==> src/rtl/serial_adder.sv <==
// Bit-serial adder: latches a/b/cin, adds one bit per cycle LSB first, then holds the result until it is handshaked.
// Optional two's-complement overflow output enabled by defining SERIAL_ADDER_OVF_EN.
module serial_adder #(
  parameter int unsigned WIDTH = 8
) (
  input  logic             clk,
  input  logic             rst,
  input  logic             in_valid,
  output logic             in_ready,
  input  logic [WIDTH-1:0] a,
  input  logic [WIDTH-1:0] b,
  input  logic             cin,
  output logic             out_valid,
  input  logic             out_ready,
  output logic [WIDTH-1:0] sum,
  output logic             cout,
`ifdef SERIAL_ADDER_OVF_EN
  output logic             ovf,
`endif
  output logic             busy
);

  localparam int unsigned CW = $clog2(WIDTH) + 1;

  typedef enum logic [1:0] {
    IDLE = 2'd0,
    RUN  = 2'd1,
    DONE = 2'd2
  } state_e;

  state_e           state_q;
  logic [WIDTH-1:0] a_q;
  logic [WIDTH-1:0] b_q;
  logic [WIDTH-1:0] sum_q;
  logic [WIDTH-1:0] sum_d;
  logic             carry_q;
  logic             carry_d;
  logic             cout_q;
  logic [CW-1:0]    cnt_q;
  logic             last_bit;

  logic bit_a;
  logic bit_b;
  logic ha1_s;
  logic ha1_c;
  logic ha2_s;
  logic ha2_c;

`ifdef SERIAL_ADDER_OVF_EN
  logic a_msb_q;
  logic b_msb_q;
  logic ovf_q;
`endif

  // Two half-adder stages plus OR on the current LSB of the shifting operands.
  always_comb begin
    bit_a   = a_q[0];
    bit_b   = b_q[0];
    ha1_s   = bit_a ^ bit_b;
    ha1_c   = bit_a & bit_b;
    ha2_s   = ha1_s ^ carry_q;
    ha2_c   = ha1_s & carry_q;
    carry_d = ha1_c | ha2_c;
    sum_d   = {ha2_s, sum_q[WIDTH-1:1]};
  end

  assign last_bit  = (cnt_q == CW'(WIDTH - 1));

  // Handshake outputs are forced low while reset is held, regardless of state.
  assign in_ready  = (state_q == IDLE) && !rst;
  assign out_valid = (state_q == DONE) && !rst;
  assign busy      = (state_q != IDLE) && !rst;
  assign sum       = sum_q;
  assign cout      = cout_q;

  always_ff @(posedge clk) begin
    if (rst) begin
      state_q <= IDLE;
      a_q     <= '0;
      b_q     <= '0;
      sum_q   <= '0;
      carry_q <= 1'b0;
      cout_q  <= 1'b0;
      cnt_q   <= '0;
`ifdef SERIAL_ADDER_OVF_EN
      a_msb_q <= 1'b0;
      b_msb_q <= 1'b0;
      ovf_q   <= 1'b0;
`endif
    end else begin
      case (state_q)
        IDLE: begin
          if (in_valid) begin
            a_q     <= a;
            b_q     <= b;
            carry_q <= cin;
            cnt_q   <= '0;
`ifdef SERIAL_ADDER_OVF_EN
            a_msb_q <= a[WIDTH-1];
            b_msb_q <= b[WIDTH-1];
`endif
            state_q <= RUN;
          end
        end
        RUN: begin
          a_q     <= a_q >> 1;
          b_q     <= b_q >> 1;
          sum_q   <= sum_d;
          carry_q <= carry_d;
          // Counter saturates at WIDTH-1; leaving RUN is what ends the operation.
          if (last_bit) begin
            cout_q  <= carry_d;
`ifdef SERIAL_ADDER_OVF_EN
            ovf_q   <= (a_msb_q == b_msb_q) && (ha2_s != a_msb_q);
`endif
            state_q <= DONE;
          end else begin
            cnt_q <= cnt_q + 1'b1;
          end
        end
        DONE: begin
          if (out_ready) begin
            state_q <= IDLE;
          end
        end
        default: state_q <= IDLE;
      endcase
    end
  end

`ifdef SERIAL_ADDER_OVF_EN
  assign ovf = ovf_q;
`endif

endmodule

==> config.mk <==
export PLATFORM = sky130hd
export DESIGN_NAME = serial_adder
export DESIGN_NICKNAME = d
export VERILOG_FILES = /design/src/rtl/serial_adder.sv
export SDC_FILE = /design/constraint.sdc
export NUM_CORES = 1
export LEC_CHECK = 0
export ABC_AREA = 1
export CAP_MARGIN = 20
export CORE_MARGIN = 8
export CORE_UTILIZATION = 35
export DETAILED_ROUTE_END_ITERATION = 10
export PLACE_DENSITY_LB_ADDON = 0.12
export SYNTH_ARGS = -nofsm -noshare
export SYNTH_HDL_FRONTEND = slang
export SYNTH_SLANG_ARGS = --single-unit
==> constraint.sdc <==
create_clock -name clk -period 1.6 [get_ports clk]
set_clock_uncertainty 0.1 [all_clocks]
set_input_delay 0.32 -clock clk [delete_from_list [all_inputs] [get_ports clk]]
set_output_delay 0.32 -clock clk [all_outputs]
set_load 0.005 [all_outputs]
==> results.txt <==
Max Cap Viol = 0
Multi-input gate area = 647 um^2
Ys flop type = dfxtp_1
Final period util = 97.7%
Post-synth net total = 201
Worst r2r dst = b_q[5]
Hold Fails Final Rpt = 0
Hold Path Class = flop to flop
Largest net degree at the start of global routing = 31
Chip width = 79.0 um
Vias in the first global route = 1,266
Setup_tns = 0 ns
Worst-Skew Late Latency = 0.28 ns
Worst r2r src = state_q[0]
DRT iter0 DRCs = 83
Critical path launch point = sum[6]
Post-Layout Inst Area = 1920 um^2
Slowest stage delay, CP = 0.51 ns
Final setup vio count = 0
Relative slew slack = 88.2%
CP endpoint = sum[6]
Reg area = 651 um^2
Number of port buffers = 32
Vias/cell = 4.75
Count leader, synth = nand2_1
Ratio of cells with drive above 1 in the final layout = 18.6%
Synth Area per Inst = 7.80 um^2
Fmax = 640 MHz
First-pass GRT wire length = 5.53 mm
# rows = 23
Worst setup SP type = flop
CP Depth = 1
Switching power = 482 uW
Drc violations = 0
Switching share of power = 25.8%
Initial antenna violation count = 0
Final max-slew violation count = 0
Post-synth EDFFs = 0
Nature of the critical path endpoint = output pin
CTS max path bufs = 2
All-Layer GR Usage = 11.1%
CTS tree = built
Global route overflow = 0
Int Pwr = 1.38 mW
P per Cell Area = 974 nW/um^2
Arrival time worst endpoint = 1.14 ns
HPWL after detailed placement = 2.26 mm
Final min period = 1.56 ns
Status = completed
Synth top cells by count = nand2_1 (41), dfxtp_1 (32), o21ai_1 (24), nor2_1 (22), a31oi_1 (15)
RSZ-0062 raised after global routing = false
Required time worst endpoint = 1.18 ns
Clk sinks = 32
H-tree depth = 2
Hold Crit Depth = 2
Finished Layout Cells = 270
WP buf/inv = 1
Combinational Power Share = 17.6%
Routed wl met2 = 1.48 mm
Avg WL per Cell = 12.1 um
Clk slew on worst S/H paths = 0.07 ns
Synth top area cells = dfxtp_1 (46%), nand2_1 (11%), o21ai_1 (8.7%)
CP delay by family, top = buffers and inverters
Area of the core = 3910 um^2
Sequential fraction of the synthesis area = 46.2%
Placed Cells = 261
Top Metal Used = met4
Hold_buf cts = 0
Kind of critical path = flop to output pin
Area Growth Syn to Fin = 38.1%
Routed length on met3 = 218 um
Gpl congestion = 0.705
Worst-margin pin slew = 0.177 ns
Cells along the critical path = clkdlybuf4s50_1
Sequential power share = 48.1%
Seq cells post-synth = 32
Leakage = 0.790 nW
Ys async rst share = 0%
ANT nets after route = 0
Mapped cell area = 1390 um^2
CP Max Fanout = 3
Util after Layout = 49.0%
Total number of vias = 1,283
Die ar. = 6240 um^2
Yosys Warn Count = 0
Post-Syn Instances = 178
Leading area contributor after synthesis = dfxtp_1
Die Y = 79.0 um
Synth unique cells = 22
Root Driver = clkbuf_8
R2R cell count = 7
# fillers = 403
Num CTS Buffers = 5
Initial core utilization = 35.5%
Final net count = 242
VDD IR max = 0.373 mV
M1 WL = 1.50 mm
Ant diodes = 0
Clock power share = 34.3%
I/O pin count = 33
Pre-antenna DRT Iters = 4
Share of the synthesized area in the top cell type = 46.2%
Routed wire length = 3.26 mm
Slowest-stage cell, CP = clkdlybuf4s50_1
Area post-placement = 1810 um^2
Flop-to-flop setup slack = 0.24 ns
cell usage in the layout, fill, tap and decap left out:
master | Yosys | final
nand2_1 | 41 | 41
or2_2 | 1 | 1
ha_1 | 1 | 1
dfxtp_1 | 32 | 26
nor3_1 | 2 | 1
buf_4 | 3 | 9
o21ai_1 | 24 | 24
nor2_1 | 22 | 22
buf_12 | 0 | 3
clkbuf_2 | 0 | 2
nand3b_1 | 1 | 1
inv_1 | 2 | 2
dfxtp_2 | 0 | 5
clkinv_1 | 2 | 2
a21oi_1 | 6 | 6
a31oi_1 | 15 | 15
clkbuf_1 | 3 | 2
dlymetal6s2s_1 | 0 | 2
dfxtp_4 | 0 | 1
nand3_2 | 2 | 2
dlygate4sd2_1 | 0 | 2
inv_2 | 3 | 3
clkbuf_8 | 0 | 6
fa_1 | 1 | 1
nor3_2 | 0 | 1
nand3_1 | 5 | 5
a21oi_2 | 2 | 2
clkdlybuf4s50_1 | 0 | 26
nand2_2 | 5 | 5
nor2_4 | 1 | 1
registers in the layout, summed over array words and instances (netlist names):
register and count:
state_q 2, b_q 8, sum 8, cnt_q 4
cout 1, a_q 8, carry_q 1
timing repair:
item                                    4_1_cts  5_1_grt
endpoints found under the setup margin        3        8
setup buffers                                 1        0
resized for setup                             9        9
area by class of cell:
class,count,share of cell area [%]
clock buffers,8,4.70
repair buffers,44,23.0
flip-flops and latches,32,33.9
well taps,50,3.26
inverters,7,1.37
multi-input cells,129,33.7
kinds of logic (layout without fill, tap and decap cells):
logic type | Yosys count | in the layout | share of synthesized area [%]
flip-flops | 32 | 32 | 46.2
AO/OA/AOI/OAI | 47 | 47 | 18.8
buffers and inverters | 17 | 59 | 7.57
AND/OR/NAND/NOR | 80 | 80 | 25.1
adder cells (fa/ha/maj) | 2 | 2 | 2.34
power by group through the flow:
stage | logic (mW) | clock network, mW | registers [mW]
2_1_floorplan | 0.185 | 0 | 0.911
3_3_place_gp | 0.326 | 0 | 0.913
3_5_place_dp | 0.331 | 0 | 0.917
4_1_cts | 0.336 | 0.657 | 0.897
5_1_grt | 0.366 | 0.691 | 0.908
6_report | 0.329 | 0.639 | 0.898
per-stage QoR:
| step | hold WS [ns] | worst slack [ns] | total power, mW |
|---|---|---|---|
| after global placement | 0.355 | -0.327 | 1.24 |
| after global routing | 0.392 | 0.00423 | 1.97 |
| after CTS | 0.365 | 0.000630 | 1.89 |
| after floorplan | 0.339 | 0.421 | 1.10 |
| after detailed placement | 0.355 | -0.328 | 1.25 |
| final | 0.361 | 0.0373 | 1.87 |
worst min-delay path by stage:
stage                 from     end
global placement    b_q[7]  b_q[7]
CTS                 b_q[7]  b_q[7]
global route        a_q[7]  a_q[7]
finish              b_q[7]  b_q[7]
detailed placement  b_q[7]  b_q[7]
floorplan           a_q[7]  a_q[7]
layer usage:
metal / GRT usage (%) / vias to the layer above
met2: 18.0 / 29
met5: 0 / -
li1: - / 679
met1: 12.0 / 567
met3: 4.85 / 8
met4: 5.56 / 0
Power figures use the tool's default switching activity.
